==> src/rtl/dds_btn_controller.sv <==
// DDS front-panel controller: button sync, edge detect, arbitration,
// lockout debounce, hold-to-repeat and waveform/FTW/step registers.
module dds_btn_controller #(
    parameter int unsigned      LOCKOUT_CYC = 1_000_000,
    parameter int unsigned      REPEAT_DLY  = 25_000_000,
    parameter int unsigned      REPEAT_PER  = 5_000_000,
    parameter int               FTW_W       = 32,
    parameter logic [FTW_W-1:0] FTW_STEP    = FTW_W'(1),
    parameter logic [FTW_W-1:0] FTW_MIN     = '0,
    parameter logic [FTW_W-1:0] FTW_MAX     = {1'b0, {(FTW_W-1){1'b1}}},
    parameter logic [FTW_W-1:0] FTW_RST     = FTW_W'(1024)
) (
    input  logic             CLK,
    input  logic             RESETn,
    input  logic [3:0]       iBtnN,
    output logic [1:0]       oWave,
    output logic [FTW_W-1:0] oFtw,
    output logic [1:0]       oStepSel,
    output logic             oCfgValid,
    output logic             oBusy
);
    localparam int XW = FTW_W + 4;
    localparam logic [XW-1:0] MAX_X = {4'b0, FTW_MAX};
    localparam logic [XW-1:0] MIN_X = {4'b0, FTW_MIN};
    localparam logic [31:0] LOCK_LD = 32'(LOCKOUT_CYC - 1);
    localparam logic [31:0] DLY_LD  = 32'(REPEAT_DLY - 1);
    localparam logic [31:0] PER_LD  = 32'(REPEAT_PER - 1);

    typedef enum logic [2:0] {
        IDLE, LOCK, HOLD, REPEAT, WAITREL
    } state_t;

    logic [3:0]    s1, s2, s3, press;
    state_t        state, state_nxt;
    logic [1:0]    g, g_nxt;
    logic [31:0]   cnt, cnt_nxt;
    logic          act, held;
    logic [XW-1:0] step, ftw_x, sum, floor_x;

    assign press   = s3 & ~s2;
    assign step    = {4'b0, FTW_STEP} << {oStepSel, 2'b00};
    assign ftw_x   = {4'b0, oFtw};
    assign sum     = ftw_x + step;
    assign floor_x = step + MIN_X;

    always_ff @(posedge CLK or negedge RESETn) begin
        if (!RESETn) begin
            s1 <= 4'hF;
            s2 <= 4'hF;
            s3 <= 4'hF;
        end else begin
            s1 <= iBtnN;
            s2 <= s1;
            s3 <= s2;
        end
    end

    always_ff @(posedge CLK or negedge RESETn) begin
        if (!RESETn) begin
            state <= IDLE;
            g     <= 2'd0;
            cnt   <= '0;
        end else begin
            state <= state_nxt;
            g     <= g_nxt;
            cnt   <= cnt_nxt;
        end
    end

    always_comb begin
        state_nxt = state;
        g_nxt     = g;
        cnt_nxt   = cnt;
        act       = 1'b0;
        held      = ~s2[g];
        unique case (state)
            IDLE: begin
                if (|press) begin
                    act       = 1'b1;
                    state_nxt = LOCK;
                    cnt_nxt   = LOCK_LD;
                    // lowest index wins; other edges this cycle are dropped
                    priority case (1'b1)
                        press[0]: g_nxt = 2'd0;
                        press[1]: g_nxt = 2'd1;
                        press[2]: g_nxt = 2'd2;
                        default:  g_nxt = 2'd3;
                    endcase
                end
            end
            LOCK: begin
                if (cnt == '0) begin
                    if (!held)
                        state_nxt = IDLE;
                    else if (g == 2'd1 || g == 2'd2) begin
                        state_nxt = HOLD;
                        cnt_nxt   = DLY_LD;
                    end else
                        state_nxt = WAITREL;
                end else
                    cnt_nxt = cnt - 32'd1;
            end
            HOLD, REPEAT: begin
                if (!held)
                    state_nxt = IDLE;
                else if (cnt == '0) begin
                    act       = 1'b1;
                    state_nxt = REPEAT;
                    cnt_nxt   = PER_LD;
                end else
                    cnt_nxt = cnt - 32'd1;
            end
            WAITREL: begin
                if (!held)
                    state_nxt = IDLE;
            end
            default: state_nxt = IDLE;
        endcase
    end

    always_ff @(posedge CLK or negedge RESETn) begin
        if (!RESETn) begin
            oWave     <= 2'd0;
            oFtw      <= FTW_RST;
            oStepSel  <= 2'd0;
            oCfgValid <= 1'b0;
            oBusy     <= 1'b0;
        end else begin
            oCfgValid <= act;
            oBusy     <= (state_nxt != IDLE);
            if (act) begin
                unique case (g_nxt)
                    2'd0: oWave <= oWave + 2'd1;
                    2'd1: oFtw  <= (sum > MAX_X) ? FTW_MAX
                                                 : FTW_W'(sum);
                    2'd2: oFtw  <= (ftw_x < floor_x) ? FTW_MIN
                                                     : FTW_W'(ftw_x - step);
                    2'd3: oStepSel <= oStepSel + 2'd1;
                endcase
            end
        end
    end
endmodule

==> config.mk <==
export PLATFORM = sky130hd
export DESIGN_NAME = dds_btn_controller
export DESIGN_NICKNAME = d
export VERILOG_FILES = /design/src/rtl/dds_btn_controller.sv
export SDC_FILE = /design/constraint.sdc
export NUM_CORES = 1
export LEC_CHECK = 0
export BUFFER_PORTS_ARGS = -buffer_cell sky130_fd_sc_hd__buf_2
export CAP_MARGIN = 0
export CELL_PAD_IN_SITES_DETAIL_PLACEMENT = 1
export CELL_PAD_IN_SITES_GLOBAL_PLACEMENT = 2
export CORE_AREA = 2 2 144 146
export DETAILED_ROUTE_END_ITERATION = 10
export DIE_AREA = 0 0 146 148
export PLACE_DENSITY = 0.66
export SLEW_MARGIN = 10
export SYNTH_ARGS = -nofsm -noshare
export SYNTH_HDL_FRONTEND = slang
export SYNTH_SLANG_ARGS = --single-unit
==> constraint.sdc <==
create_clock -name CLK -period 3.5 [get_ports CLK]
set_clock_uncertainty 0.1 [all_clocks]
set_input_delay 1.05 -clock CLK [delete_from_list [all_inputs] [get_ports CLK]]
set_output_delay 1.05 -clock CLK [all_outputs]
set_load 0.03 [all_outputs]
==> summary.md, run 1 <==
| Metric | Value |
|---|---|
| Reg2reg setup slack | 190 ps |
| Cell area after placement | 6710 um2 |
| Async SR Flop Fraction | 100% |
| Vias in the first global route | 6,248 |
| # placed instances | 1,015 |
| Status | finished clean |
| # IOs | 44 |
| Critical path data required time | 3640 ps |
| Fin crit period | 3310 ps |
| Mapped Nets | 726 |
| Syn. warnings | 0 |
| Antenna violations before repair | 0 |
| Slew Limit Headroom | 41.7% |
| Share of layout cells above drive strength 1 | 21.3% |
| Tcrit/Tclk final | 94.5% |
| Crit Path Class | register to register |
| Residual DRC | 0 |
| Row count | 52 |
| Sequential cell area fraction in the yosys report | 36.8% |
| Root Buffer | clkbuf_16 |
| Worst-path fanout max | 7 |
| WL final | 20,700 um |
| Die area | 21,600 um2 |
| Synth Area per Inst | 8.48 um2 |
| Dpl hpwl | 14,800 um |
| Setup Viol. Count Final | 0 |
| Core box area | 20,000 um2 |
| # nets final | 785 |
| CTS tree | yes |
| Worst slew pin tran | 867 ps |
| N_diodes | 0 |
| Max-slew violation count | 0 |
| Clk sinks | 87 |
| Fmax | 302 MHz |
| Netlist cell types | 82 |
| Die X | 146 um |
| Vias | 5,978 |
| Worst EP arrival | 3450 ps |
| Top FF cell, synth | dfrtp_1 |
| Non-filler cells, final | 1,036 |
| # fillers | 2,444 |
| H-Tree Depth | 3 |
| Total Power | 5.32 mW |
| Clock-pin slew of the registers on the worst-case setup and hold paths | 70 ps |
| Iteration count of the initial detailed-routing pass | 4 |
| First DRT Iteration DRCs | 347 |
| Initial core utilization | 29.7% |
| Worst Setup Start Kind | register |
| First-pass GRT wire length | 34,600 um |
| Clock Path Buffers | 2 |
| Syn Std Cell Area | 5960 um2 |
| DIE HEIGHT | 148 um |
| Layout area overhead | 19.2% |
| I/O Buffers | 43 |
| Max_cap viols | 0 |
| Critical path endpoint category | register |
| Yosys reg bits | 87 |
| Hold Crit Class | register to register |
| Final hold violation count | 0 |
| Routability cong. | 0.857 |
| Pwr/cell area | 749 nW/um2 |
| Cell count after synthesis | 702 |
| Total track usage | 19.8% |
| Total gr overflow | 0 |
| Maximum vdd drop | 0.369 mV |
| Cts bufs inserted | 9 |
| Routed WL per cell | 20.0 um |
| Lkg Pwr | 3.03 nW |
| EDFF count, synth | 0 |
| Antenna Nets Post-Route | 0 |
| Post-route cell area | 7100 um2 |
| DR vias/cell | 5.77 |
| Largest net degree at the start of global routing | 57 |
| Clock latency at the later pin of the worst-skew pair | 350 ps |
metal layers:
layer	GRT usage (%)	up-vias	share of wire (%)
li1	-	2786	-
met1	28.8	3041	50
met2	31.0	129	45
met3	2.38	22	3.5
met4	6.02	0	1.4
met5	0	-	0
logic make-up (layout without fill, tap and decap cells):
family	after synthesis	after routing	synth area share, %
adders and majority gates	18	18	3.78
xor gates and xnor gates	12	12	1.76
DFF	87	87	36.8
muxes	3	3	0.735
buffers and inverters	73	137	5.53
and+or+nand+nor	253	253	22.6
AOI/OAI and AO/OA	256	256	28.8
final timing paths:
kind	startpoint	endpoint	depth (start not counted)
worst min register to register	s1[3]$_DFF_PN1_	s2[3]$_DFF_PN1_	0
worst max-delay path	oStepSel[0]$_DFFE_PN0P_	oFtw[9]$_DFFE_PN0P_	14
worst max register to register	oStepSel[0]$_DFFE_PN0P_	oFtw[9]$_DFFE_PN0P_	14
worst min-delay path	s1[3]$_DFF_PN1_	s2[3]$_DFF_PN1_	0
min in group asynchronous	RESETn	oFtw[12]$_DFFE_PN0P_	1
max in group asynchronous	RESETn	s2[1]$_DFF_PN1_	2
power breakdown:
part           total [mW]  switching (mW)  internal, mW
combinational        2.69            1.68          1.01
sequential           1.58           0.360          1.22
clock                1.05           0.455         0.599
state kept, by name (all words and copies together) (netlist names):
signal / flops
cnt: 32
g: 2
oBusy: 1
oCfgValid: 1
oFtw: 32
oStepSel: 2
oWave: 2
s1: 4
s2: 4
s3: 4
state: 3
Yosys cell counts (11+ instances only):
master    number  share of area [%]
ha_1          18                3.8
a31oi_1       22                2.3
a21oi_1       64                5.4
o22a_1        11                1.6
clkbuf_1      34                2.1
inv_1         20                1.3
nor3_1        30                2.5
nand3_1       19                1.6
dfstp_2       13                5.7
dfrtp_1       74                 31
o21ai_0       52                4.4
nor4_1        18                1.9
nor2_1        55                3.5
nand2_1       55                3.5
through the flow:
| stage | setup WS [ps] | hold slack, ps | TNS [ps] | utilization, % |
|---|---|---|---|---|
| 3_5_place_dp | 123 | 248 | 0 | 33.5 |
| 2_1_floorplan | 170 | 245 | 0 | - |
| 3_3_place_gp | 195 | 247 | 0 | 33.5 |
| 5_1_grt | -9.84 | 259 | -9.84 | 35.4 |
| 4_1_cts | 106 | 258 | 0 | 35.1 |
| 6_report | 191 | 257 | 0 | 35.4 |
worst max-delay path, stage by stage, from the launching register on:
cell	delay, ps
dfrtp_2	440
inv_1	90
ha_1	180
ha_2	200
ha_1	160
or3b_4	400
a21o_1	230
a211oi_2	250
buf_4	180
a21oi_2	130
buf_6	220
buf_4	130
a21oi_1	120
nor3_1	70
a211o_1	260
layout by cell type (no fill, tap or decap), types with 5 or more instances in the layout:
| master | instances |
|---|---|
| a211o_1 | 8 |
| a211oi_1 | 7 |
| a21o_1 | 8 |
| a21oi_1 | 63 |
| a22o_1 | 5 |
| a31oi_1 | 22 |
| and3_1 | 9 |
| buf_2 | 42 |
| buf_4 | 53 |
| clkbuf_16 | 9 |
| dfrtp_1 | 72 |
| dfstp_2 | 13 |
| ha_1 | 17 |
| inv_1 | 20 |
| nand2_1 | 55 |
| nand2b_1 | 10 |
| nand3_1 | 19 |
| nand4_1 | 9 |
| nor2_1 | 55 |
| nor3_1 | 30 |
| nor4_1 | 18 |
| o211ai_1 | 6 |
| o21a_1 | 5 |
| o21ai_0 | 50 |
| o221ai_1 | 5 |
| o22a_1 | 11 |
| o22ai_1 | 6 |
| o31ai_1 | 6 |
| or3_1 | 9 |
| or4_1 | 5 |
| xnor2_1 | 7 |
| xor2_1 | 5 |
area by class of cell:
class	instances	area, um2	area share, %
inverter	21	78.8	1.11
clock inverter	5	63.8	0.899
clock buffer	11	253	3.56
tap	270	338	4.76
timing repair buffer	100	691	9.73
sequential	87	2200	30.9
multi-input combinational	542	3480	49.0
timing repair:
item,in CTS,in global routing
buffers inserted,0,5
endpoints found under the setup margin,0,23
hold buffers,0,0
gates resized for setup,0,14
(Power assumes the default switching activity.)
==> run 2: changes to the inputs <==
==> constraint.sdc (replaced) <==
create_clock -name CLK -period 3.5 [get_ports CLK]
set_clock_uncertainty 0.1 [all_clocks]
set_input_delay 0 -clock CLK [delete_from_list [all_inputs] [get_ports CLK]]
set_output_delay 0 -clock CLK [all_outputs]
set_load 0.03 [all_outputs]
==> run 2 against run 1 <==
Effect of this change:
- sequential share of layout area is essentially flat
- non-clock buffer count shrank 1
- worst setup slack gained 32 ps
- design area shrank 0.14%
- fmax grew 0.97%
- worst hold slack lost 150 ps
- register-to-register slack gained 30 ps
- cell count is essentially flat
- critical path depth shrank 1
- sequential cell count is the same
- combinational power shrank 1%
- first-iteration DRC count shrank 13%
- critical endpoint is now oFtw[15]$_DFFE_PN0P_
- largest power group unchanged
==> summary.md, run 2 (same netlist as run 1, synthesis figures left out) <==
| Metric | Value |
|---|---|
| Residual DRC | 0 (unchanged) |
| Worst EP arrival | 3420 ps (was 3450 ps) |
| Reg2reg setup slack | 220 ps (was 190 ps) |
| Antenna Nets Post-Route | 0 (unchanged) |
| Clock Path Buffers | 2 (unchanged) |
| Total gr overflow | 0 (unchanged) |
| Worst setup path start | oStepSel[0]$_DFFE_PN0P_ (unchanged) |
| Final hold violation count | 0 (unchanged) |
| Initial core utilization | 29.7% (unchanged) |
| Worst slew pin tran | 928 ps (was 867 ps) |
| Critical path endpoint category | register (unchanged) |
| Status | finished clean (unchanged) |
| Vias | 5,875 (was 5,978) |
| Clock share of power | 20.0% (was 19.8%) |
| Switch share | 47.3% (was 46.9%) |
| Slew Limit Headroom | 37.5% (was 41.7%) |
| Total Power | 5.26 mW (was 5.32 mW) |
| P_int | 2.77 mW (was 2.83 mW) |
| Lkg Pwr | 3.01 nW (was 3.03 nW) |
| Tcrit/Tclk final | 93.6% (was 94.5%) |
| Cell area after placement | 6700 um2 (was 6710 um2) |
| I/O Buffers | 43 (unchanged) |
| Psw | 2.49 mW (about the same) |
| Critical path data required time | 3650 ps (was 3640 ps) |
| Iteration count of the initial detailed-routing pass | 4 (unchanged) |
| # nets final | 784 (was 785) |
| Max_cap viols | 0 (unchanged) |
| Reg power frac | 29.6% (about the same) |
| DR vias/cell | 5.68 (was 5.77) |
| Antenna violations before repair | 0 (unchanged) |
| Routability cong. | 0.816 (was 0.857) |
| N_diodes | 0 (unchanged) |
| Maximum vdd drop | 0.370 mV (was 0.369 mV) |
| CP endpoint | oFtw[15]$_DFFE_PN0P_ (was oFtw[9]$_DFFE_PN0P_) |
| Dpl hpwl | 14,700 um (was 14,800 um) |
| # placed instances | 1,014 (was 1,015) |
| Cts bufs inserted | 9 (unchanged) |
| Total track usage | 19.3% (was 19.8%) |
| WL final | 20,600 um (was 20,700 um) |
| Fin crit period | 3280 ps (was 3310 ps) |
| Setup_tns | 0 ps (unchanged) |
| Setup Viol. Count Final | 0 (unchanged) |
| Worst reg2reg path endpoint | oFtw[15]$_DFFE_PN0P_ (was oFtw[9]$_DFFE_PN0P_) |
| Fmax | 305 MHz (was 302 MHz) |
| CTS tree | yes (unchanged) |
| Largest regs | cnt x32, oFtw x32 (unchanged) |
| Root Buffer | clkbuf_16 (unchanged) |
| Hold Crit Class | primary input to async pin (was register to register) |
| Combinational fraction of design power | 50.3% (was 50.6%) |
| Non-filler cells, final | 1,035 (was 1,036) |
| Clk sinks | 87 (unchanged) |
| R2R depth | 13 (was 14) |
| Post-route cell area | 7090 um2 (was 7100 um2) |
| Most common cell after layout, fill and taps aside | dfrtp_1 (unchanged) |
| Largest net degree at the start of global routing | 48 (was 57) |
| Vias in the first global route | 6,141 (was 6,248) |
| Crit Path Class | register to register (unchanged) |
| Die area | 21,600 um2 (unchanged) |
| First DRT Iteration DRCs | 301 (was 347) |
| First-pass GRT wire length | 33,700 um (was 34,600 um) |
| Clock-pin slew of the registers on the worst-case setup and hold paths | 70 ps (about the same) |
| Worst Setup Start Kind | register (unchanged) |
| Commonest cells after routing, fill and taps aside | dfrtp_1 (73), a21oi_1 (64), nor2_1 (55), nand2_1 (55), o21ai_0 (51) (was dfrtp_1 (72), a21oi_1 (63), nor2_1 (55), nand2_1 (55), buf_4 (53)) |
| Row count | 52 (unchanged) |
| # IOs | 44 (unchanged) |
| Layout area overhead | 19.0% (was 19.2%) |
| Max-slew violation count | 0 (unchanged) |
| RR Startpoint | oStepSel[0]$_DFFE_PN0P_ (unchanged) |
| Pwr/cell area | 742 nW/um2 (was 749 nW/um2) |
| Share of layout cells above drive strength 1 | 20.1% (was 21.3%) |
| H-Tree Depth | 3 (unchanged) |
| Die X | 146 um (unchanged) |
| Routed WL per cell | 19.9 um (was 20.0 um) |
| DIE HEIGHT | 148 um (unchanged) |
| Worst-path fanout max | 11 (was 7) |
| Core box area | 20,000 um2 (unchanged) |
| Clock latency at the later pin of the worst-skew pair | 360 ps (was 350 ps) |
[run 2: cell count changes in the layout (fill, tap and decap cells not counted), moves of 2 or more]
cell / delta
o311ai_0: +2
o311ai_1: -2
inv_6: +2
dlygate4sd3_1: +5
buf_4: -5
[run 2: repair_timing]
| action | CTS | global route |
|---|---|---|
| endpoints found under the setup margin | 0 | 18 |
| hold endpoints to repair | 43 | 0 |
| buffers inserted | 0 | 0 |
| hold buffers | 5 | 0 |
| gates resized for setup | 0 | 7 |
[run 2: final cells by class]
type | instances | area [um2]
Timing Repair Buffer | 99 | 692
Multi-Input combinational cell | 542 | 3470
Clock inverter | 6 | 73.8
Inverter | 21 | 78.8
Fill cell | 2430 | 13000
Tap cell | 270 | 338
Sequential cell | 87 | 2190
Clock buffer | 10 | 239
[run 2: layer usage]
metal / GRT usage, % / vias up / wire length (um)
met1: 27.5 / 2992 / 10400
met5: 0 / - / 0
met2: 30.2 / 79 / 9410
met3: 2.41 / 24 / 480
met4: 6.89 / 0 / 386
li1: - / 2780 / -
[run 2: worst min path at each step]
stage                 from                   to  slack [ps]  depth (start not counted)
CTS                 RESETn  cnt[22]$_DFFE_PN0P_         120                          2
floorplan           RESETn   cnt[0]$_DFFE_PN0P_        -400                          0
finish              RESETn  cnt[17]$_DFFE_PN0P_         110                          2
global route        RESETn  cnt[22]$_DFFE_PN0P_         170                          2
detailed placement  RESETn  oFtw[7]$_DFFE_PN0P_         -30                          1
global placement    RESETn  oFtw[7]$_DFFE_PN0P_         -40                          1
[run 2: per-stage QoR]
step / setup WS, ps / hold slack (ps) / util (%)
global placement: 241 / -39.4 / 33.4
floorplan: 170 / -396 / -
finish: 223 / 106 / 35.4
global route: -9.22 / 173 / 35.4
CTS: 144 / 120 / 35.2
detailed placement: 170 / -34.4 / 33.4
[run 2: critical path, cell delays in order (launching register included)]
cell      delay [ps]
dfrtp_2          440
inv_1             90
ha_1             180
ha_1             200
ha_1             170
or3b_2           510
a21o_1           230
a211oi_2         210
buf_4            180
a21oi_2           80
buf_6            210
a21o_1           160
a22o_1           170
a31o_2           210
[run 2: power groups by stage]
stage | Sequential, mW | Clock [mW] | Combinational (mW)
floorplan | 1.67 | 0 | 1.56
global placement | 1.56 | 0 | 2.56
detailed placement | 1.57 | 0 | 2.60
CTS | 1.55 | 1.08 | 2.62
global route | 1.61 | 1.12 | 2.91
finish | 1.56 | 1.05 | 2.65
